--- src/rtl/fetch_unit_pkg.sv ---
// Shared fetch-stage constants, queue-entry type and prefetch sizing.
// FETCH_PREFETCH_EN selects a 2-deep prefetch queue; otherwise a single entry.
package fetch_unit_pkg;

  localparam logic [31:0] RESET_PC_DEF = 32'hBFC0_0000;
  localparam logic [31:0] NOP_INSTR    = 32'h0;
  localparam int unsigned PC_W         = 32;

`ifdef FETCH_PREFETCH_EN
  localparam int unsigned DEPTH = 2;
`else
  localparam int unsigned DEPTH = 1;
`endif

  localparam int unsigned CNT_W = $clog2(DEPTH + 1);
  localparam int unsigned SUM_W = CNT_W + 1;

  typedef struct packed {
    logic [31:0]     instr;
    logic [PC_W-1:0] pcplus4;
  } qentry_t;

endpackage

--- src/rtl/fetch_queue.sv ---
// In-order prefetch FIFO: head is always slot 0, entries shift down on pop.
module fetch_queue
  import fetch_unit_pkg::*;
(
  input  logic             clk,
  input  logic             rst_n,
  input  logic             clear,
  input  logic             push,
  input  qentry_t          push_data,
  input  logic             pop,
  output qentry_t          head,
  output logic [CNT_W-1:0] count
);

  qentry_t          mem   [DEPTH];
  qentry_t          mem_n [DEPTH];
  logic [CNT_W-1:0] wr_idx;

  // A push lands behind whatever survives this cycle's pop
  always_comb begin
    mem_n  = mem;
    wr_idx = count - CNT_W'(pop);
    if (pop) begin
      for (int i = 1; i < int'(DEPTH); i++) mem_n[i-1] = mem[i];
    end
    if (push) begin
      for (int i = 0; i < int'(DEPTH); i++) begin
        if (CNT_W'(i) == wr_idx) mem_n[i] = push_data;
      end
    end
  end

  always_ff @(posedge clk or negedge rst_n) begin
    if (!rst_n) begin
      count <= '0;
      for (int i = 0; i < int'(DEPTH); i++) mem[i] <= '0;
    end else begin
      mem   <= mem_n;
      count <= clear ? '0 : count + CNT_W'(push) - CNT_W'(pop);
    end
  end

  assign head = mem[0];

endmodule

--- src/rtl/fetch_unit.sv ---
// MIPS instruction-fetch stage: PC_F, credit-limited imem requests, prefetch queue,
// F->D register and decode redirects. FETCH_PREFETCH_EN enables 2-deep prefetch.
module fetch_unit
  import fetch_unit_pkg::*;
#(
  parameter int unsigned        ADDR_W   = 32,
  parameter logic [ADDR_W-1:0]  RESET_PC = ADDR_W'(RESET_PC_DEF)
) (
  input  logic              clk,
  input  logic              rst,
  input  logic              stallF,
  input  logic              stallD,
  input  logic              pcsrcD,
  input  logic              jumpD,
  input  logic [ADDR_W-1:0] branch_targetD,
  input  logic [ADDR_W-1:0] jump_targetD,
  output logic              imem_req,
  output logic [ADDR_W-1:0] imem_addr,
  input  logic              imem_gnt,
  input  logic              imem_rvalid,
  input  logic [31:0]       imem_rdata,
  output logic [31:0]       instrD,
  output logic [ADDR_W-1:0] pcplus4D,
  output logic              validD
);

  logic [ADDR_W-1:0] pc_f;
  logic [ADDR_W-1:0] rsp_pc;
  logic [ADDR_W-1:0] rsp_pc4;
  logic [ADDR_W-1:0] target;
  logic [CNT_W-1:0]  outstanding;
  logic [CNT_W-1:0]  drop;
  logic [CNT_W-1:0]  count;
  logic [SUM_W-1:0]  in_use;
  logic              redirect;
  logic              pop;
  logic              push;
  logic              rsp;
  logic              grant;
  qentry_t           head;
  qentry_t           push_data;

  assign redirect = validD & (jumpD | pcsrcD) & ~stallD;
  assign target   = jumpD ? jump_targetD : branch_targetD;
  assign pop      = ~stallD & (count != '0);

  // Credits: in-flight fetches plus buffered words must leave room for one more
  assign in_use    = SUM_W'(outstanding) + SUM_W'(count) - SUM_W'(pop);
  assign imem_req  = rst & ~stallF & ~redirect & (in_use < SUM_W'(DEPTH));
  assign imem_addr = pc_f;
  assign grant     = imem_req & imem_gnt;

  // Responses with nothing outstanding are protocol errors and are ignored
  assign rsp     = imem_rvalid & (outstanding != '0);
  assign push    = rsp & (drop == '0) & ~redirect;
  assign rsp_pc4 = rsp_pc + ADDR_W'(4);

  assign push_data.instr   = imem_rdata;
  assign push_data.pcplus4 = PC_W'(rsp_pc4);

  fetch_queue u_queue (
    .clk      (clk),
    .rst_n    (rst),
    .clear    (redirect),
    .push     (push),
    .push_data(push_data),
    .pop      (pop),
    .head     (head),
    .count    (count)
  );

  // rsp_pc tracks the address of the next response that will be kept
  always_ff @(posedge clk or negedge rst) begin
    if (!rst) begin
      pc_f        <= RESET_PC;
      rsp_pc      <= RESET_PC;
      outstanding <= '0;
      drop        <= '0;
    end else begin
      outstanding <= outstanding + CNT_W'(grant) - CNT_W'(rsp);
      if (redirect) begin
        pc_f   <= target;
        rsp_pc <= target;
        // every fetch still in flight after this cycle is stale
        drop   <= outstanding - CNT_W'(rsp);
      end else begin
        if (grant) pc_f <= pc_f + ADDR_W'(4);
        if (push) rsp_pc <= rsp_pc4;
        if (rsp && (drop != '0)) drop <= drop - CNT_W'(1);
      end
    end
  end

  // F->D pipeline register
  always_ff @(posedge clk or negedge rst) begin
    if (!rst) begin
      instrD   <= NOP_INSTR;
      pcplus4D <= '0;
      validD   <= 1'b0;
    end else if (redirect) begin
      instrD <= NOP_INSTR;
      validD <= 1'b0;
    end else if (!stallD) begin
      if (count != '0) begin
        instrD   <= head.instr;
        pcplus4D <= ADDR_W'(head.pcplus4);
        validD   <= 1'b1;
      end else begin
        instrD <= NOP_INSTR;
        validD <= 1'b0;
      end
    end
  end

endmodule

--- config.mk ---
export PLATFORM = sky130hd
export DESIGN_NAME = fetch_unit
export DESIGN_NICKNAME = d
export VERILOG_FILES = /design/src/rtl/fetch_unit_pkg.sv /design/src/rtl/fetch_queue.sv /design/src/rtl/fetch_unit.sv
export SDC_FILE = /design/constraint.sdc
export NUM_CORES = 1
export LEC_CHECK = 0
export CORE_ASPECT_RATIO = 0.8
export CORE_MARGIN = 10
export CORE_UTILIZATION = 45
export DETAILED_ROUTE_END_ITERATION = 7
export PLACE_DENSITY = 0.8
export SETUP_SLACK_MARGIN = 0.4
export SKIP_LAST_GASP = 1
export SLEW_MARGIN = 20
export SYNTH_ARGS = -nofsm -noshare
export SYNTH_HDL_FRONTEND = slang
export SYNTH_SLANG_ARGS = --single-unit
--- constraint.sdc ---
create_clock -name clk -period 2.7 [get_ports clk]
set_input_delay 0.54 -clock clk [delete_from_list [all_inputs] [get_ports clk]]
set_output_delay 0.54 -clock clk [all_outputs]
set_load 0.005 [all_outputs]
-- Yosys cells after proc, flatten, opt, wreduce, memory -nomap -nowiden
Cells that the tools add are included.
- output and inout port bits: 98
- input port bits: 104
- logic and storage cells: 59
- register bits: 196
- $lt $le $gt $ge: 1
- reductions and logical operators: 6
- add/sub/neg operators: 11
- bitwise logic cells: 16
- equal/unequal tests: 1
- muxes and demuxes: 14
- operators by type and width (operator ; count):
    $mux W32 ; 8
    $add A32 B3 Y32 const B ; 2
    $and A1 B1 Y1 ; 10
    $mux W1 ; 6
    $reduce_bool A2 Y1 ; 3
    $not A1 Y1 ; 5
    $sub A1 B1 Y1 ; 4
    $reduce_and A3 Y1 ; 1
    $add A1 B1 Y1 ; 2
    $add A1 B1 Y2 ; 1
    $lt A2 B1 Y1 const B ; 1
    $ne A2 B1 Y1 const B ; 1
    $reduce_and A2 Y1 ; 1
    $sub A2 B1 Y2 ; 1
    $logic_and A1 B1 Y1 ; 1
    $or A1 B1 Y1 ; 1
    $sub A1 B1 Y1 const B ; 1

-- Longest topological paths before layout
- word-level depth: 9
- depth in mapped cells: 11
- gate-level depth less buffers: 8

-- Hierarchy
Synthesis repeated with hierarchy kept, for this count alone.
- cell total of the unflattened synthesis: 785
- area, all modules: 9275.1 um^2
- by module, submodules not included (module ; area each (um^2) ; seq. area each (um^2) ; instances ; cells each):
    fetch_unit ; 6643.9 ; 3250.6 ; 1 ; 644
    fetch_queue ; 2631.3 ; 1626.6 ; 1 ; 141

-- Least setup slack after synthesis
OpenSTA, ideal clock, no wires.
- path type: input to register
- from: in stallD
- to: reg pc_f[31], in the netlist imem_addr[31]
- data required time: 2.619 ns
- setup slack: -0.082 ns
- library setup time: 0.081 ns
- data arrival time: 2.701 ns
- cell stages on the path: 11
- buffers on the path: 3
- cells stage by stage: clkbuf_1 > nand2_1 > inv_1 > ha_1 > nor4b_1 > and2_1 > clkbuf_1 > clkbuf_1 > nand4_1 > mux2i_1 > a21oi_1
- word-level cells in the longest chain between the ends: 7
- elaborated cells on any way between the ends: 11
- those cells by class: 1 x add/sub; 1 x order compare; 1 x mux; 7 x bitwise; 1 x reduce/logical
- RTL lines (what ; line ; RTL):
    from (decl) ; fetch_unit.sv:12 ; input logic stallD,
    $not A1 Y1 (no source line) * ; - ;
    $and A1 B1 Y1, on equally long branches ; fetch_unit.sv:45, fetch_unit.sv:43 ;
    $sub A2 B1 Y2 / $not A1 Y1 (equally long branches) ; - ;
    $lt A2 B1 Y1 / $and A1 B1 Y1 (equally long branches) ; fetch_unit.sv:49 ; assign imem_req = rst & ~stallF & ~redirect & (in_use < SUM_W'(DEPTH));
    $and A1 B1 Y1 ; fetch_unit.sv:49 ;
    $and A1 B1 Y1 ; fetch_unit.sv:51 ; assign grant = imem_req & imem_gnt;
    $reduce_bool A2 Y1 (no source line) ; - ;
    to (signal assigned) ; fetch_unit.sv:82 ; pc_f <= target;
    to (signal assigned) ; fetch_unit.sv:87 ; if (grant) pc_f <= pc_f + ADDR_W'(4);
    to (decl) ; fetch_unit.sv:27 ; logic [ADDR_W-1:0] pc_f;
Every way passes the cells marked *; elsewhere a longest branch is shown, timed or not.
A chain may end at the register's enable or synchronous reset.

-- Worst setup path in the final report
- from: reg outstanding
- to: out imem_req
- word-level cells in the longest chain between the ends: 4
- RTL lines (what ; line ; RTL):
    from (decl) ; fetch_unit.sv:31 ; logic [CNT_W-1:0] outstanding;
    from (signal assigned) ; fetch_unit.sv:80 ; outstanding <= outstanding + CNT_W'(grant) - CNT_W'(rsp);
    $add A1 B1 Y2 ; fetch_unit.sv:48 ; assign in_use = SUM_W'(outstanding) + SUM_W'(count) - SUM_W'(pop);
    $sub A2 B1 Y2 ; fetch_unit.sv:48 ;
    $lt A2 B1 Y1 ; fetch_unit.sv:49 ;
    $and A1 B1 Y1 ; fetch_unit.sv:49 ;
    to (decl) ; fetch_unit.sv:17 ; output logic imem_req,
No other way between the ends.

==> flow_results.org <==
** Setup path
- The most critical setup path has its endpoint at imem_req.
- On the critical path the largest part of the delay comes from flip-flops.
- Count of cells along the worst register-to-register path :: 5
- Counting buffers and inverters, the worst setup path is 4 cells deep.
- In this run the worst path has a maximum fanout of 6.
- Data on the critical path is required at its endpoint by 2.16 ns.
- For this design, the slowest cell found on the critical path is sky130_fd_sc_hd__dfrtp_2.
- STA classifies the critical path startpoint as a flop.
- For this run, the slowest stage of the critical path takes 0.46 ns.
- FF-to-FF End :: rsp_pc[30]$_DFFE_PN0P_
- The number of buffers and inverters on the critical path is 1.
- CP arrival :: about 1.7 ns
- Ordered list of cells on the worst path :: ha_4, nor4b_4, and2_1, buf_2
- Reg2Reg Launch Point :: rsp_pc[4]$_DFFE_PN0P_
- Crit path launch :: outstanding$_DFF_PN0_
- For flop-to-flop paths, the worst setup slack is 0.47 ns.
- Endpoint type of the worst setup path :: output port
- Startpoint-to-endpoint class of the critical path :: flop to output port

** Global routing
- Entering global routing, the biggest net connects 105 pins.
- Aggregate global-route resource usage :: between 15 and 20%
- The number of global-route vias before repair was 7872.
- The first global-routing pass estimated between 40000 and 50000 um of wire.
- Summed over all layers, the global routing overflow is 0.
- The number of antenna violations at the first check in global routing is 0.

** Place
- IO Port Bufs :: between 200 and 250
- Gp weighted congestion :: 0.962
- Post-DP HPWL :: 19800 um
- The number of placed instances, taps included, is around 1400.
- Once placement finished, the instance area stood at 11800 um^2.

** Power
- Cell-internal power :: 7.14 mW
- Switch share :: approximately a third
- In this run the power density over the cells is 842 nW/um^2.
- Of the total power, combinational logic draws 29.3%.
- Sequential cells account for 46.1% of the total power.
- Clock network fraction of total power :: between 20% and 30%
- Switching power :: 3.39 mW
- LEAKAGE :: 5.17 nW
- IR analysis of the VDD net gives a maximum drop of roughly 0.00038 V.

** Floorplanning
- Die ar. :: about 26000 um^2
- After floorplanning, the core was sized to cover roughly 20000 um^2.
- Die height :: 148 um
- After floorplanning, the core was divided into 46 placement rows.
- The die is 180 um wide.
- For this configuration, the core starts out at a cell density of 46.0%.
- Count of boundary I/O pins :: between 200 and 250

** STA
- The count of final hold-check violations is 0.
- Of the available clock period, the critical path in the final layout requires 83.1%.
- Between clock sinks in the finished design, the worst skew comes to about 0.013 ns.
- For the pin with the worst max-slew slack, the measured transition is 0.695 ns.
- Setup violations remaining at the end of the flow were counted as 0.
- Max-slew headroom at the worst pin :: 53.6%
- The smallest clock period supported by the final layout is computed as 2.24 ns.
- Count of final max-slew check failures :: 0
- Timing would allow up to 446 MHz.
- Final setup TNS :: 0 ns
- Setup repair after global routing left no endpoint under its margin.

** Yosys
- After synthesis, the cell types taking the most area are sky130_fd_sc_hd__dfrtp_1 48%, sky130_fd_sc_hd__nand2_1 7.7%, sky130_fd_sc_hd__mux2_2 5.3%.
- In this run, synthesis inferred 0 flip-flops with an integrated enable.
- The number of nets in the synthesized netlist is ~1000.
- Area share of the leading cell type in the synthesized netlist :: around half
- Cell type with the highest aggregate area in the netlist :: sky130_fd_sc_hd__dfrtp_1
- Counting flops with an async set or reset pin after synthesis yields a share of 100%.
- Among all flip-flop cells after synthesis, the most frequent one is sky130_fd_sc_hd__dfrtp_1.
- Total standard cell area after synthesis :: 9160 um^2
- Register bit total from synthesis :: 194
- Yosys synthesis warning count :: 0
- Each instance of the synthesized netlist takes up on average between 10 and 15 um^2.
- Summing the sequential cell areas from Yosys gives 53.2% of the chip area.
- Distinct cell type count after synthesis :: 50
- Synthesis handed over a netlist of 913 instances.

** CTS
- TritonCTS built the clock tree.
- Clock Path Buffers :: 2
- Number of clock sinks :: 194
- The cell sitting at the root of the clock tree is a sky130_fd_sc_hd__clkbuf_16.
- Buffers inserted during clock tree synthesis total 17.
- Count of H-tree levels built during CTS :: 4
- Clock Pin Slew Worst Setup and Hold Paths :: 0.08 ns
- At the later pin of the worst-skew pair, clock insertion delay measures ~0.44 ns.

** Layout
- For this run, the number of standard cells in the final layout without fillers is 1418.
- With fillers left out, the area of the finished cells amounts to 12500 um^2.
- Cells with a size suffix above 1 make up between 10% and 20% of the layout.
- Number of diodes added for antenna fixing :: 0
- Relative to the synthesized area, the layout overhead comes to 36.6%.
- After the last flow step, the layout net total stands at 1248.
- Fill cells in the final layout number 1652.

** Drt
- Antenna violation net count after detailed routing :: 0
- Wires add up to 26700 um.
- Per-cell routed wire length :: 18.8 um
- The detailed router finished its first iteration with 804 violations.
- After detailed routing, the number of remaining DRC violations is 0.
- The final route contains roughly 7800 vias.
- The first detailed-routing pass ran for 5 iterations.
- Using the TritonRoute via totals, the vias-per-cell ratio works out to 5.47.

** Job
- Max-cap violations in this run came to 0.

** Min path
- In this run the worst hold path is classified as input port to asynchronous set/reset pin.

** Run status
- The flow ran to the end, and the final reports show no timing, DRC or antenna violations.
-- what timing repair did --
| action | 4_1_cts | 5_1_grt |
|---|---|---|
| buffers inserted | 5 | 4 |
| gates resized for setup | 13 | 7 |
| endpoints found under the setup margin | 15 | 11 |
| hold buffers | 0 | 0 |
| pin swaps | 3 | 1 |
-- state kept, by name, summed over array words and instances (netlist names) --
signal,count
drop,1
imem_addr,31
pcplus4D,32
validD,1
instrD,32
outstanding,1
u_queue.count,1
u_queue.head,64
rsp_pc,31
-- logic make-up after synthesis --
logic type,share of synthesized area [%]
AOI/OAI and AO/OA,12.5
DFF,53.2
adders and majority gates,0.410
buffers and inverters,2.99
xor gates and xnor gates,6.02
muxes,6.27
and+or+nand+nor,18.5
-- power groups by stage --
stage | registers [mW] | logic [mW] | clock network, mW
3_5_place_dp | 4.87 | 3.06 | 0
2_1_floorplan | 4.64 | 1.58 | 0
4_1_cts | 4.84 | 3.08 | 2.62
5_1_grt | 5.01 | 3.40 | 2.75
6_report | 4.86 | 3.09 | 2.59
3_3_place_gp | 4.82 | 2.97 | 0
-- synthesized netlist by cell type (19+ instances only) --
cell type and n:
sky130_fd_sc_hd__nand2_1 189, sky130_fd_sc_hd__a211oi_1 19, sky130_fd_sc_hd__dfrtp_1 176, sky130_fd_sc_hd__xor2_1 26
sky130_fd_sc_hd__nand3_1 19, sky130_fd_sc_hd__o21ai_0 55, sky130_fd_sc_hd__mux2_2 43, sky130_fd_sc_hd__nor2_1 22
sky130_fd_sc_hd__nor3_1 23, sky130_fd_sc_hd__a22o_1 32, sky130_fd_sc_hd__nand4_1 20, sky130_fd_sc_hd__xnor2_1 37
sky130_fd_sc_hd__clkbuf_1 48, sky130_fd_sc_hd__a21oi_1 42
-- how the worst min path moves through the flow --
| stage | from | to | slack, ns | cells past startpoint |
|---|---|---|---|---|
| finish | rst | u_queue.head[35]$_DFFE_PN0P_ | 0.20 | 2 |
| global route | rst | instrD[4]$_DFFE_PN0P_ | 0.23 | 2 |
| CTS | rst | u_queue.head[35]$_DFFE_PN0P_ | 0.21 | 2 |
| detailed placement | u_queue.head[2]$_DFFE_PN0P_ | pcplus4D[2]$_DFFE_PN0P_ | 0.45 | 2 |
| global placement | u_queue.head[0]$_DFFE_PN0P_ | pcplus4D[0]$_DFFE_PN0P_ | 0.44 | 2 |
| floorplan | rst | drop$_DFFE_PN0P_ | 0.24 | 0 |
-- final cells by class --
cell class                      count  area [um^2]  area share (%)
Clock inverter                     15          173            1.38
Clock buffer                       17          425            3.40
Sequential cell                   194         4890            39.1
Timing Repair Buffer              269         2580            20.6
Inverter                            8         30.0           0.240
Multi-Input combinational cell    651         4080            32.6
Tap cell                          264          330            2.64
-- per-layer routing --
metal | global-route usage, % | wire length (um) | vias up
li1 | - | - | 3655
met4 | 5.98 | 570 | 0
met1 | 24.8 | 11100 | 3818
met3 | 4.78 | 1890 | 37
met5 | 0 | 0 | -
met2 | 32.9 | 13100 | 250
-- cells in the final DEF, fill, tap and decap left out, types with 3 or more instances in the layout --
master                              n
sky130_fd_sc_hd__dfrtp_2            8
sky130_fd_sc_hd__a2bb2oi_1          7
sky130_fd_sc_hd__a31oi_1            8
sky130_fd_sc_hd__nand4_1           20
sky130_fd_sc_hd__and3_1             4
sky130_fd_sc_hd__or3_1              8
sky130_fd_sc_hd__and4_1             5
sky130_fd_sc_hd__nor2_1            22
sky130_fd_sc_hd__a21oi_1           42
sky130_fd_sc_hd__buf_4             63
sky130_fd_sc_hd__nor4_1            10
sky130_fd_sc_hd__inv_1              7
sky130_fd_sc_hd__a211oi_1          19
sky130_fd_sc_hd__mux2i_1            9
sky130_fd_sc_hd__xnor2_1           37
sky130_fd_sc_hd__a22o_1            32
sky130_fd_sc_hd__o22ai_1            4
sky130_fd_sc_hd__clkbuf_16         17
sky130_fd_sc_hd__clkinvlp_4         5
sky130_fd_sc_hd__nand3_1           18
sky130_fd_sc_hd__buf_12             5
sky130_fd_sc_hd__nor3_1            22
sky130_fd_sc_hd__xor2_1            26
sky130_fd_sc_hd__nor2b_1           18
sky130_fd_sc_hd__or4_1              6
sky130_fd_sc_hd__o2bb2a_1           3
sky130_fd_sc_hd__nand3b_1           5
sky130_fd_sc_hd__dfrtp_1          168
sky130_fd_sc_hd__inv_6              5
sky130_fd_sc_hd__nand2_1          188
sky130_fd_sc_hd__mux2_2            43
sky130_fd_sc_hd__dfstp_2           18
sky130_fd_sc_hd__o21ai_0           55
sky130_fd_sc_hd__clkdlybuf4s50_1  197
sky130_fd_sc_hd__and2_1             7
-- through the flow --
stage | hold slack (ns) | power [mW] | setup slack, ns | utilization [%]
finish | 0.199 | 10.5 | 0.457 | 62.8
global route | 0.227 | 11.2 | 0.399 | 62.8
CTS | 0.209 | 10.5 | 0.405 | 62.6
detailed placement | 0.455 | 7.93 | -0.246 | 59.3
global placement | 0.445 | 7.79 | -0.263 | 59.3
floorplan | 0.244 | 6.22 | 0.379 | -
Note: power is estimated with default switching activity, not from simulation.
